File: src/rtl/access_phase_s_if.sv
`default_nettype none
// ============================================================================
// Module      : access_phase_s_if
// Description : APB requester-to-completer bus bundle. The master and slave
//               modports describe the two bus agents; the monitor modport is
//               a listen-only view used by passive observers.
// Revision    : 1.0  initial release
// ============================================================================
interface access_phase_s_if #(
  parameter int ADDR_WIDTH = 16,
  parameter int DATA_WIDTH = 32
) ();
  logic                  psel;
  logic                  penable;
  logic                  pwrite;
  logic [ADDR_WIDTH-1:0] paddr;
  logic [DATA_WIDTH-1:0] pwdata;
  logic                  pready;
  logic [DATA_WIDTH-1:0] prdata;
  logic                  pslverr;

  modport master (
    output psel, penable, pwrite, paddr, pwdata,
    input  pready, prdata, pslverr
  );

  modport slave (
    input  psel, penable, pwrite, paddr, pwdata,
    output pready, prdata, pslverr
  );

  modport monitor (
    input psel, penable, pwrite, paddr, pwdata,
    input pready, prdata, pslverr
  );
endinterface
`default_nettype wire

File: src/rtl/access_phase_s.sv
`default_nettype none
// ============================================================================
// Module      : access_phase_s
// Description : Passive APB phase tracker and protocol checker. Decodes the
//               SETUP / ACCESS / completion phases and reports protocol
//               violations as one-cycle pulses and sticky flags.
//               Optional macro ACCESS_PHASE_TIMEOUT_EN enables the wait-state
//               timeout check (err bit 6).
// Revision    : 1.0  initial release
// ============================================================================
module access_phase_s #(
  parameter int ADDR_WIDTH     = 16,
  parameter int DATA_WIDTH     = 32,
  parameter int TIMEOUT_CYCLES = 16
) (
  input  wire logic            pclk,
  input  wire logic            preset_n,
  access_phase_s_if.monitor    apb,
  input  wire logic            chk_en,
  input  wire logic            err_clr,
  output logic                 setup_phase,
  output logic                 access_phase,
  output logic                 xfer_done,
  output logic [6:0]           err_pulse,
  output logic [6:0]           err_sticky,
  output logic                 err_any
);

  // Previous-cycle view of the bus
  logic                  psel_q;
  logic                  pready_q;
  logic                  pwrite_q;
  logic [ADDR_WIDTH-1:0] paddr_q;
  logic [DATA_WIDTH-1:0] pwdata_q;
  logic                  setup_q;
  logic                  done_q;

  logic [6:0]            viol;
  logic [6:0]            err_new;
  logic                  timeout_hit;

  // Read data and error response are observed but never checked
  logic unused_monitor;
  assign unused_monitor = ^{apb.prdata, apb.pslverr};

  // A new SETUP starts when select rises, or when select stays high across
  // a completed transfer (back-to-back).
  assign setup_phase  = apb.psel && (!psel_q || (psel_q && pready_q));
  assign access_phase = apb.psel && apb.penable;
  assign xfer_done    = access_phase && apb.pready;
  assign err_any      = |err_sticky;

  // History registers track every cycle, independent of checking enable
  always_ff @(posedge pclk or negedge preset_n) begin
    if (!preset_n) begin
      psel_q   <= 1'b0;
      pready_q <= 1'b0;
      pwrite_q <= 1'b0;
      paddr_q  <= '0;
      pwdata_q <= '0;
      setup_q  <= 1'b0;
      done_q   <= 1'b0;
    end else begin
      psel_q   <= apb.psel;
      pready_q <= apb.pready;
      pwrite_q <= apb.pwrite;
      paddr_q  <= apb.paddr;
      pwdata_q <= apb.pwdata;
      setup_q  <= setup_phase;
      done_q   <= xfer_done;
    end
  end

`ifdef ACCESS_PHASE_TIMEOUT_EN
  localparam logic [7:0] TIMEOUT_MAX  = 8'(TIMEOUT_CYCLES);
  localparam logic [7:0] TIMEOUT_LAST = 8'(TIMEOUT_CYCLES - 1);

  logic [7:0] wait_cnt;

  // Saturating count of consecutive wait states in the current ACCESS
  always_ff @(posedge pclk or negedge preset_n) begin
    if (!preset_n) begin
      wait_cnt <= 8'd0;
    end else if (!access_phase || apb.pready) begin
      wait_cnt <= 8'd0;
    end else if (wait_cnt != TIMEOUT_MAX) begin
      wait_cnt <= wait_cnt + 8'd1;
    end
  end

  // Fires only on the wait cycle that carries the count up to the limit
  assign timeout_hit = access_phase && !apb.pready && (wait_cnt == TIMEOUT_LAST);
`else
  localparam int unused_timeout_cycles = TIMEOUT_CYCLES;
  assign timeout_hit = 1'b0;
`endif

  // Evaluate all protocol checks on the current sample
  always_comb begin
    viol    = '0;
    viol[0] = setup_phase && apb.penable;
    viol[1] = setup_q && !apb.penable;
    viol[2] = done_q && apb.penable;
    viol[3] = access_phase && (apb.pwrite != pwrite_q);
    viol[4] = access_phase && (apb.paddr != paddr_q);
    viol[5] = access_phase && apb.pwrite && (apb.pwdata != pwdata_q);
    viol[6] = timeout_hit;
    err_new = chk_en ? viol : 7'd0;
  end

  // Register pulses; sticky flags set on the same edge, set beats clear
  always_ff @(posedge pclk or negedge preset_n) begin
    if (!preset_n) begin
      err_pulse  <= 7'd0;
      err_sticky <= 7'd0;
    end else begin
      err_pulse  <= err_new;
      err_sticky <= (err_clr ? 7'd0 : err_sticky) | err_new;
    end
  end

endmodule
`default_nettype wire

File: src/flat_wrapper.sv
// flat-port wrapper written by rule: the top's interface ports become plain ports
module access_phase_s_flat 
#(
  parameter int ADDR_WIDTH     = 16,
  parameter int DATA_WIDTH     = 32,
  parameter int TIMEOUT_CYCLES = 16
)
  (pclk, preset_n, chk_en, err_clr, setup_phase, access_phase, xfer_done, err_pulse, err_sticky, err_any, apb_psel, apb_penable, apb_pwrite, apb_paddr, apb_pwdata, apb_pready, apb_prdata, apb_pslverr);
  access_phase_s_if #(.ADDR_WIDTH(ADDR_WIDTH), .DATA_WIDTH(DATA_WIDTH)) apb_i ();
  input  wire logic pclk;
  input  wire logic preset_n;
  input  wire logic chk_en;
  input  wire logic err_clr;
  output logic setup_phase;
  output logic access_phase;
  output logic xfer_done;
  output logic [6:0] err_pulse;
  output logic [6:0] err_sticky;
  output logic err_any;
  input wire logic [$bits(apb_i.psel)-1:0] apb_psel;
  input wire logic [$bits(apb_i.penable)-1:0] apb_penable;
  input wire logic [$bits(apb_i.pwrite)-1:0] apb_pwrite;
  input wire logic [$bits(apb_i.paddr)-1:0] apb_paddr;
  input wire logic [$bits(apb_i.pwdata)-1:0] apb_pwdata;
  input wire logic [$bits(apb_i.pready)-1:0] apb_pready;
  input wire logic [$bits(apb_i.prdata)-1:0] apb_prdata;
  input wire logic [$bits(apb_i.pslverr)-1:0] apb_pslverr;
  assign apb_i.psel = apb_psel;
  assign apb_i.penable = apb_penable;
  assign apb_i.pwrite = apb_pwrite;
  assign apb_i.paddr = apb_paddr;
  assign apb_i.pwdata = apb_pwdata;
  assign apb_i.pready = apb_pready;
  assign apb_i.prdata = apb_prdata;
  assign apb_i.pslverr = apb_pslverr;
  access_phase_s #(.ADDR_WIDTH(ADDR_WIDTH), .DATA_WIDTH(DATA_WIDTH), .TIMEOUT_CYCLES(TIMEOUT_CYCLES)) u_core (.pclk(pclk), .preset_n(preset_n), .apb(apb_i), .chk_en(chk_en), .err_clr(err_clr), .setup_phase(setup_phase), .access_phase(access_phase), .xfer_done(xfer_done), .err_pulse(err_pulse), .err_sticky(err_sticky), .err_any(err_any));
endmodule
File: config.mk
export PLATFORM = sky130hd
export DESIGN_NAME = access_phase_s_flat
export DESIGN_NICKNAME = d
export VERILOG_FILES = /design/src/rtl/access_phase_s_if.sv /design/src/rtl/access_phase_s.sv /design/src/flat_wrapper.sv
export SDC_FILE = /design/constraint.sdc
export NUM_CORES = 1
export LEC_CHECK = 0
export ABC_AREA = 0
export BUFFER_PORTS_ARGS = -buffer_cell sky130_fd_sc_hd__clkbuf_2
export CAP_MARGIN = 20
export CORE_MARGIN = 4
export CORE_UTILIZATION = 46
export CTS_CLUSTER_SIZE = 12
export DETAILED_ROUTE_END_ITERATION = 12
export PLACE_DENSITY = 0.79
export SLEW_MARGIN = 20
export SYNTH_ARGS = -nofsm -noshare
export SYNTH_HDL_FRONTEND = slang
export SYNTH_SLANG_ARGS = --single-unit
File: constraint.sdc
create_clock -name pclk -period 1.7 [get_ports pclk]
set_clock_uncertainty 0.1 [all_clocks]
set_input_delay 0.17 -clock pclk [delete_from_list [all_inputs] [get_ports pclk]]
set_output_delay 0.17 -clock pclk [all_outputs]
set_load 0.02 [all_outputs]
==> results <==
- Measured in cells, the most critical reg-to-reg path has a length of 5.
- The count of pins over their slew limit is 0.
- TritonCTS built the clock tree.
- The type of the worst min-delay path is in -> reg.
- The library cells used most frequently in the layout, excluding fill and tap cells, are 71 x clkbuf_2, 65 x dfrtp_1, 53 x dlygate4sd3_1.
- For this design, the sink count on the clock tree is 65.
- Clock-pin slew was measured on the worst setup and hold paths at around 60 ps.
- The flip-flop and latch count after synthesis is 65.
- The average size of a mapped cell is 14.85 sq um.
- Pin placement for this block handled 107 I/O pins.
- The post-synthesis instance area is 0.002302 sq mm.
- The most common library cell in the layout ignoring fill and taps is clkbuf_2.
- Summed over all cells, the static leakage comes to ~1.6 nW.
- The synthesized netlist cell count is 155.
- The cell type of the slowest stage on the worst timing path is dlygate4sd3_1.
- Data on the critical path is required at its endpoint by around 1800 ps.
- The critical path ends at u_core.err_sticky[5].
- The number of distinct library cells after synthesis is 16.
- The die outline width is 78.75 um.
- The remaining number of nets flagged by the antenna check after routing is 0.
- For this design the ratio of total power to cell area is 959.1 mW/mm^2.
- The Yosys step of the flow raised 0 warnings.
- The standard-cell row count is 25.
- The tool flagged a number of max-cap violations equal to 0.
- The first global-routing pass estimated 8369 um of wire.
- The total die area is 0.006201 sq mm.
- The area of the multi-input gates is 673.1 sq um.
- During placement, the flow inserted port buffers numbering 71.
- The count of unresolved DRC violations after routing is 0.
- The flow ran to the end, and the final reports show no timing, DRC or antenna violations.
- At the end of the flow, the number of nets in the layout was 380.
- Dividing the final minimum period by the clock period gives 97.20%.
- The final hold violation count was 0.
- The via count of the first global-routing pass is between 1.5k and 2k.
- After detailed routing, the total wire length is 5097 um.
- In the routed layout, each cell is associated on average with a via count of 4.514.
- In this run the clock root is driven by a clkbuf_8.
- The total setup violations reported at the end of the flow is 0.
- Cells with a size suffix above 1 make up 30.85% of the layout.
- The longest individual stage delay on the worst path is 550 ps.
- The sum of overflow across all layers after global routing is 0.
- The number of design-rule violations left by the first detailed-router iteration is 61.
- The number of CTS-inserted buffers is 9.
- The clock passes through at most 2 buffers.
- The signal on the critical path passes through dlygate4sd3_1 -> clkbuf_2 -> xnor2_1 -> nand4_1 -> nor4_2 -> a21oi_2 -> a21o_1.
- The number of fill cells is 327.
- The routed design could run at a clock period as short as 1652 ps.
- The worst-case setup margin in the final layout is 47.56 ps.
- At the end of routability-driven placement, the weighted congestion stood at 0.7504.
- The first detailed-routing pass ran for 4 iterations.
- The combined global-route utilization of all metal layers is 18.08%.
- The maximum vdd ir drop is between 0.0007 and 0.0008 V.
- The average detailed-routed wire length per instance is 14.08 um.
- The setup path with the least slack is of type in -> reg.
- The category of the worst setup path capture point is a flop.
- The diode insertion count for antenna repair is 0.
- The total vias in the final route is 1634.
- Summed over all nets, the half-perimeter wirelength after detailed placement is ~3200 um.
- The register area share after synthesis is 70.65%.
- Before CTS, the worst setup slack after placement is 150.3 ps.
- Of all nets on the critical path, the largest fanout is 2.
- The H-tree was split into 3 levels.
- The area added between synthesis and finish is 52.34%.
- The category of the worst setup path launch point is an input port.
- The worst register-to-register path has a setup slack of 160 ps.
- The launching instance or port of the critical path is apb_pwdata[15].
- Setup repair after global routing left no endpoint under its margin.
- Timing would allow up to 605.2 MHz.
- The capture instance of the worst register-to-register path is u_core.err_sticky[5].
- The region available for standard cell placement spans 0.004786 sq mm.
- The accumulated negative setup slack is 0 ps.
- Registers take around 0.0016 sq mm.
- The initial antenna violation count was 0.
- Total power for the finished layout comes to 3.364 mW.
- The startpoint of the lowest-slack register-to-register path is u_core.pwdata_q[31].
- Once the floorplan was initialized, standard cells occupied 48.10% of the core.
- The clock insertion delay at the later pin of the skew report is about 320 ps.
- The largest net degree at the start of global routing is 66.
- STA puts the critical path data arrival time at 1770 ps.
- In this run the vertical extent of the chip is 78.75 um.
==> registers in the layout, indices dropped and copies added (netlist names) <==
| register | cells |
|---|---|
| u_core.psel_q | 1 |
| u_core.paddr_q | 16 |
| u_core.pready_q | 1 |
| u_core.done_q | 1 |
| u_core.pwdata_q | 32 |
| u_core.pwrite_q | 1 |
| u_core.err_pulse | 6 |
| u_core.err_sticky | 6 |
| u_core.setup_q | 1 |
==> cell usage after synthesis <==
cell	count	share of area [%]
dfrtp_1	65	71
xnor2_1	49	19
nand4_1	13	3.5
a21o_1	4	1.3
inv_1	4	0.65
nor4_1	4	1.1
and3_1	3	0.82
buf_4	2	0.65
nand3_1	2	0.43
nor2_1	2	0.33
o22ai_1	2	0.54
a21boi_0	1	0.33
a21oi_1	1	0.22
and2_1	1	0.27
and3b_1	1	0.38
conb_1	1	0.16
==> what timing repair did <==
action,in CTS,in global routing
gates resized for setup,0,4
hold buffers,53,0
endpoints found under the setup margin,0,2
hold endpoints to repair,118,0
setup buffers,0,1
==> metal layers <==
layer,track usage [%],up-vias,wire length (um)
li1,-,785,-
met1,19.45,789,1923
met2,33.19,48,2819
met3,3.741,12,228
met4,9.441,0,126
met5,0,-,0
==> per-stage QoR <==
| stage | area (sq um) | utilization, % | hold slack [ps] | cells |
|---|---|---|---|---|
| after floorplan | 2306 | - | -225.6 | 156 |
| after global placement | 2750 | 57.46 | 108.0 | 293 |
| after detailed placement | 2750 | 57.46 | 111.6 | 293 |
| after CTS | 3476 | 72.63 | 9.887 | 361 |
| after global routing | 3507 | 73.28 | 66.06 | 362 |
| final | 3507 | 73.28 | 62.79 | 362 |
==> cell type report <==
| class | count | share of cell area, % |
|---|---|---|
| inverters | 4 | 0.4281 |
| repair buffers | 126 | 26.04 |
| well taps | 67 | 2.390 |
| multi-input cells | 85 | 19.19 |
| clock buffers | 12 | 4.424 |
| clock inverters | 3 | 1.142 |
| flip-flops and latches | 65 | 46.38 |
==> report_power, final <==
group | internal [mW] | leakage, nW | switching [mW]
clock | 0.745 | 0.102 | 0.527
sequential | 1.62 | 0.782 | 0.0380
combinational | 0.238 | 0.756 | 0.192
total | 2.61 | 1.64 | 0.756
==> worst min-delay path by stage <==
stage,startpoint,to,slack [ps],depth (start not counted)
after floorplan,preset_n,u_core.done_q,-230,0
after global placement,preset_n,u_core.pwdata_q[23],110,2
final,chk_en,u_core.err_pulse[0],60,2
after detailed placement,preset_n,u_core.pwdata_q[23],110,2
after global routing,chk_en,u_core.err_pulse[0],70,2
after CTS,chk_en,u_core.err_pulse[5],10,3
==> cells by family (layout without fill, tap and decap cells) <==
kind of cell    Yosys count  in the layout  share of synthesized area (%)
xor+xnor                 49             49                          18.64
other cells               1              2                         0.1629
simple gates             26             26                          6.848
buf+inv                   6            145                          1.304
flops                    65             65                          70.65
compound gates            8              8                          2.391
==> worst max-delay path: cells and delay by family <==
kind	cells	cell delay (ps)
AO/OA/AOI/OAI	2	260
XOR/XNOR	1	170
buffers and inverters	2	680
AND/OR/NAND/NOR	2	490
(Power assumes the default switching activity.)
